`config.mk`:
```
export PLATFORM = sky130hd
export DESIGN_NAME = mult_div_unit
export DESIGN_NICKNAME = d
export VERILOG_FILES = /design/src/rtl/mult_div_unit_pkg.sv /design/src/rtl/mult_div_unit.sv
export SDC_FILE = /design/constraint.sdc
export NUM_CORES = 1
export LEC_CHECK = 0
export BUFFER_PORTS_ARGS = -buffer_cell sky130_fd_sc_hd__buf_4
export CAP_MARGIN = 20
export CORE_MARGIN = 2
export CORE_UTILIZATION = 57
export CTS_BUF_LIST = sky130_fd_sc_hd__clkbuf_4
export DETAILED_ROUTE_END_ITERATION = 16
export PLACE_DENSITY_LB_ADDON = 0.05
export SYNTH_ARGS = -nofsm -noshare
export SYNTH_HDL_FRONTEND = slang
export SYNTH_SLANG_ARGS = --single-unit
```
`constraint.sdc`:
```
create_clock -name clock -period 3.23 [get_ports clock]
set_input_delay 0.323 -clock clock [delete_from_list [all_inputs] [get_ports clock]]
set_output_delay 0.323 -clock clock [all_outputs]
set_load 0.005 [all_outputs]
```
`src/rtl/mult_div_unit_pkg.sv`:
```
// Shared constants for the HI/LO multiply/divide unit: width, operation codes, FSM encoding.
package mult_div_unit_pkg;
  localparam int LARGURA = 32;

  localparam logic [1:0] OP_MULT  = 2'b00;
  localparam logic [1:0] OP_MULTU = 2'b01;
  localparam logic [1:0] OP_DIV   = 2'b10;
  localparam logic [1:0] OP_DIVU  = 2'b11;

  typedef enum logic [1:0] {
    OCIOSO  = 2'd0,
    CALCULA = 2'd1,
    FIM     = 2'd2
  } estado_t;
endpackage

```
`src/rtl/mult_div_unit.sv`:
```
// Iterative MULT/MULTU/DIV/DIVU unit owning HI/LO; 32 bit-steps, pronto 33 cycles after accept.
// inicio and MTHI/MTLO are ignored while busy; no queueing.
module mult_div_unit #(
  parameter int LARGURA = 32
) (
  input  logic               clock,
  input  logic               reset,
  input  logic               inicio,
  input  logic [1:0]         operacao,
  input  logic [LARGURA-1:0] entradaA,
  input  logic [LARGURA-1:0] entradaB,
  input  logic               escreveHi,
  input  logic               escreveLo,
  output logic               ocupado,
  output logic               pronto,
  output logic               divZero,
  output logic [LARGURA-1:0] hi,
  output logic [LARGURA-1:0] lo
);
  import mult_div_unit_pkg::*;

  estado_t                  state_q, state_d;
  logic [4:0]               cnt_q;
  logic [2*LARGURA-1:0]     acc_q;
  logic [LARGURA-1:0]       oper_q;
  logic                     mult_q, neg_q, rem_neg_q;
  logic [LARGURA-1:0]       hi_q, lo_q;
  logic                     pronto_q, pronto_d;
  logic                     divzero_q;

  logic                     aceita;
  logic                     com_sinal, eh_mult;
  logic [LARGURA-1:0]       mag_a, mag_b;
  logic [LARGURA:0]         soma, tentativa;
  logic [2*LARGURA-1:0]     acc_passo, produto;
  logic [LARGURA-1:0]       quociente, resto;

  assign aceita    = (state_q == OCIOSO) && inicio;
  assign com_sinal = ~operacao[0];
  assign eh_mult   = ~operacao[1];
  assign mag_a     = (com_sinal && entradaA[LARGURA-1]) ? -entradaA : entradaA;
  assign mag_b     = (com_sinal && entradaB[LARGURA-1]) ? -entradaB : entradaB;

  // Multiply: low half holds the multiplier, oper_q the multiplicand.
  // Divide: low half holds the dividend/quotient, high half the remainder, oper_q the divisor.
  assign soma      = {1'b0, acc_q[2*LARGURA-1:LARGURA]} + (acc_q[0] ? {1'b0, oper_q} : '0);
  assign tentativa = acc_q[2*LARGURA-1:LARGURA-1] - {1'b0, oper_q};
  assign acc_passo = mult_q ? {soma, acc_q[LARGURA-1:1]}
                   : tentativa[LARGURA] ? {acc_q[2*LARGURA-2:0], 1'b0}
                   : {tentativa[LARGURA-1:0], acc_q[LARGURA-2:0], 1'b1};

  assign produto   = neg_q ? -acc_q : acc_q;
  assign quociente = neg_q ? -acc_q[LARGURA-1:0] : acc_q[LARGURA-1:0];
  assign resto     = rem_neg_q ? -acc_q[2*LARGURA-1:LARGURA] : acc_q[2*LARGURA-1:LARGURA];

  always_ff @(posedge clock) begin
    if (!reset) state_q <= OCIOSO;
    else        state_q <= state_d;
  end

  always_comb begin
    state_d = state_q;
    case (state_q)
      OCIOSO:  if (inicio) state_d = CALCULA;
      CALCULA: if (cnt_q == 5'd31) state_d = FIM;
      FIM:     state_d = OCIOSO;
      default: state_d = OCIOSO;
    endcase
  end

  always_comb begin
    ocupado  = (state_q != OCIOSO);
    pronto_d = (state_q == FIM);
  end

  always_ff @(posedge clock) begin
    if (!reset) begin
      cnt_q     <= '0;
      acc_q     <= '0;
      oper_q    <= '0;
      mult_q    <= 1'b0;
      neg_q     <= 1'b0;
      rem_neg_q <= 1'b0;
      hi_q      <= '0;
      lo_q      <= '0;
      pronto_q  <= 1'b0;
      divzero_q <= 1'b0;
    end else begin
      pronto_q <= pronto_d;
      if (aceita) begin
        cnt_q     <= '0;
        mult_q    <= eh_mult;
        oper_q    <= eh_mult ? mag_a : mag_b;
        acc_q     <= {{LARGURA{1'b0}}, (eh_mult ? mag_b : mag_a)};
        neg_q     <= com_sinal && (entradaA[LARGURA-1] ^ entradaB[LARGURA-1]);
        rem_neg_q <= com_sinal && entradaA[LARGURA-1];
        divzero_q <= 1'b0;
      end else if (state_q == OCIOSO) begin
        if (escreveHi) hi_q <= entradaA;
        if (escreveLo) lo_q <= entradaA;
      end else if (state_q == CALCULA) begin
        cnt_q <= cnt_q + 5'd1;
        acc_q <= acc_passo;
      end else if (state_q == FIM) begin
        if (mult_q) begin
          hi_q <= produto[2*LARGURA-1:LARGURA];
          lo_q <= produto[LARGURA-1:0];
        end else if (oper_q == '0) begin
          divzero_q <= 1'b1;
        end else begin
          hi_q <= resto;
          lo_q <= quociente;
        end
      end
    end
  end

  assign pronto  = pronto_q;
  assign divZero = divzero_q;
  assign hi      = hi_q;
  assign lo      = lo_q;
endmodule

```
==> flow_metrics.tcl <==
set metrics [dict create \
    wl_per_cell_um 22.1 \
    clock.fmax_ghz 0.316 \
    drv_cap 0 \
    required_ns 3.71 \
    ant_nets 0 \
    grt_util_all_layers_pct 41.8 \
    die_x_um 165 \
    synth.avg_cell_area_um2 7.11 \
    synth_flop_cell "dfxtp_1" \
    clock_skew_ns 0.0518 \
    clkTransAtPathRegs_ns 0.17 \
    fin_nets 2412 \
    rsz0062_at_grt "true" \
    cts_buffer_depth 2 \
    relSlewSlack_pct 31.1 \
    use_met3_pct 9.42 \
    met1_usage_pct 59.0 \
    grt_max_degree 89 \
    syn_to_final_growth_pct 18.1 \
    portBuffers 137 \
    start_util_pct 57.5 \
    synth-async-reset-ratio_pct 0 \
    vdd.ir_drop.worst_v 0.000251 \
    yosysUniqueCellTypes 82 \
    clock_sinks 172 \
    path_class "flip-flop to flip-flop" \
    via_count 16862 \
    grt_overflow_total 0 \
    power_mw 7.37 \
    htreeDepth 4 \
    synth-edff-count 0 \
    fin_util_pct 67.9 \
    ys_warn_count 0 \
    r2r_slack_ns 0.07 \
    postRouteWirelength_um 57900 \
    r2r_start "oper_q[29]" \
    ys_seq_area_share_pct 23.2 \
    finalCritPeriodShare_pct 97.9 \
    place_area_um2 17100 \
    design_area_um2 17500 \
    synth-seq-cells 172 \
    busiest_layer "met2" \
    clk-insertion-delay-late_ns 0.64 \
    dieArea_um2 27300 \
    crit_fanout 10 \
    drive_gt1_share_pct 17.5 \
    final_cell_mix "296 x buf_4, 258 x nand2_1, 240 x nor2_1" \
    antenna_found_initial 1 \
    fp.dieH_um 165 \
    worstReg2RegEnd "acc_q[51]" \
    crit_arrival_ns 3.65 \
    setup_viol 0 \
    cts_tree "yes" \
    cts_made_buffers 17 \
    fin_crit_ns 3.16 \
    setup_slack_ns 0.0673 \
    drt_iter0_drc 2346 \
    final_common_cell "buf_4" \
    nFillCells 2346 \
    grt_pass1_wl_um 86700 \
    hold_class "input pin to flip-flop" \
    status "completed" \
    synth_cells 2085 \
    gp_congestion 1.03 \
    min_path_cells 4 \
    rr_worst_depth 14 \
    finalHoldViolations 0 \
    first_global_vias 15101 \
    firstDrtPassIters 6 \
    cts-root-buf "clkbuf_4" \
    hold-path-endpoint "neg_q" \
    syn-num-nets 2228 \
    core_um2 25800 \
    dp_slack_ns -0.108 \
    min_from "operacao[0]" \
    endpoint_kind "flip-flop" \
    viasPerCell 6.44 \
    grtUsageMet2_pct 60.8 \
    power_density_nw_per_um2 421 \
    worstMarginPinSlew_ns 1.03 \
    drc 0 \
    netlist_area_um2 14800 \
    startpoint_type "flip-flop" \
    pin_count 138 \
    leakagePower_nw 7.39 \
    slew_violations 0 \
    dp_hpwl_um 45400 \
    num_rows 59 \
]
==> stage by stage <==
stage | instances | hold WS, ns | setup TNS (ns)
floorplan | 2085 | 0.432 | 0
global placement | 2583 | 0.442 | -0.0420
detailed placement | 2584 | 0.448 | -0.238
CTS | 2616 | 0.0314 | 0
global route | 2618 | 0.0590 | -0.0458
finish | 2619 | 0.0614 | 0
==> metal layers <==
metal	wire, um	vias to the layer above
met4	2520	0
met3	6750	147
met2	23900	1009
met1	24700	7838
met5	0	-
li1	-	7868
==> cell usage after synthesis (9+ instances only) <==
master    count  area, um^2
nand3_1      32         160
and3_1       12        75.1
o221ai_1      9        78.8
inv_1        58         218
a211oi_1     37         278
dfxtp_1     172        3440
nand4_1      17         106
nand2_1     259         972
o21a_1       16         120
xor2_1       86         753
nand2b_1     18         113
xnor2_1      86         753
nor4_1       23         144
o41ai_1       9        78.8
clkbuf_1    114         428
o31ai_1      24         180
nor3_1       44         220
mux2i_1      53         531
a21oi_1     244        1220
o211ai_1     74         556
nor2_1      244         916
a21o_1       33         248
ha_1         70         876
or4_1        13        97.6
buf_1        16        60.1
o21ai_0     135         676
a31oi_1      30         188
or3_1        17         106
==> layout make-up <==
class / count / area (um^2) / share of cell area (%)
Antenna cell: 2 / 5.00 / 0.0286
Clock buffer: 17 / 128 / 0.729
Clock inverter: 15 / 179 / 1.02
Inverter: 62 / 233 / 1.33
Multi-Input combinational cell: 1712 / 10700 / 61.3
Sequential cell: 172 / 3450 / 19.7
Tap cell: 335 / 419 / 2.39
Timing Repair Buffer: 304 / 2370 / 13.5
==> how the worst max path moves through the flow <==
stage	start	to	slack, ns
floorplan	acc_q[0]	acc_q[56]	0.06
global placement	acc_q[0]	acc_q[56]	-0.04
detailed placement	acc_q[0]	acc_q[56]	-0.11
CTS	acc_q[47]	hi[31]	0.03
global route	acc_q[0]	acc_q[59]	-0.02
finish	oper_q[29]	acc_q[51]	0.07
==> cells by family (layout without fill, tap and decap cells) <==
kind of cell / count (synthesis) / after routing / share of synthesized area [%]
xor+xnor: 173 / 173 / 10.3
flops: 172 / 172 / 23.2
compound gates: 684 / 684 / 28.6
mux: 58 / 58 / 3.96
buf+inv: 201 / 398 / 5.27
simple gates: 725 / 725 / 22.5
fa+ha+maj: 72 / 72 / 6.18
other cells: 0 / 2 / 0
==> flip-flops by register name (all words and copies together), names as in the netlist <==
register   cells
lo            32
pronto         1
hi            32
neg_q          1
acc_q         64
rem_neg_q      1
cnt_q          5
state_q        2
mult_q         1
oper_q        32
divZero        1
==> timing repair <==
| action | in CTS | in global routing |
|---|---|---|
| setup endpoints to repair | 7 | 23 |
| pin swaps | 0 | 7 |
| resized for setup | 7 | 26 |
| hold buffers | 0 | 0 |
| buffers inserted | 0 | 0 |
==> worst max-delay path, cell delays in order, from the launching register on <==
cell and delay [ns]:
dfxtp_1 0.39, inv_1 0.14, ha_1 0.33, a21o_1 0.21, and2_1 0.17, o21ai_0 0.15, nand2b_1 0.13, a31oi_1 0.33
nand2_1 0.19, xor2_4 0.20, buf_12 0.16, buf_4 0.17, or3_1 0.31, o211ai_1 0.09, o21ai_0 0.09
==> power breakdown <==
| group | leakage (nW) | total (mW) | switching [mW] | internal (mW) |
|---|---|---|---|---|
| sequential | 1.41 | 2.43 | 0.158 | 2.28 |
| combinational | 5.82 | 3.59 | 2.13 | 1.46 |
| clock | 0.156 | 1.34 | 0.979 | 0.365 |
(Power assumes the default switching activity.)
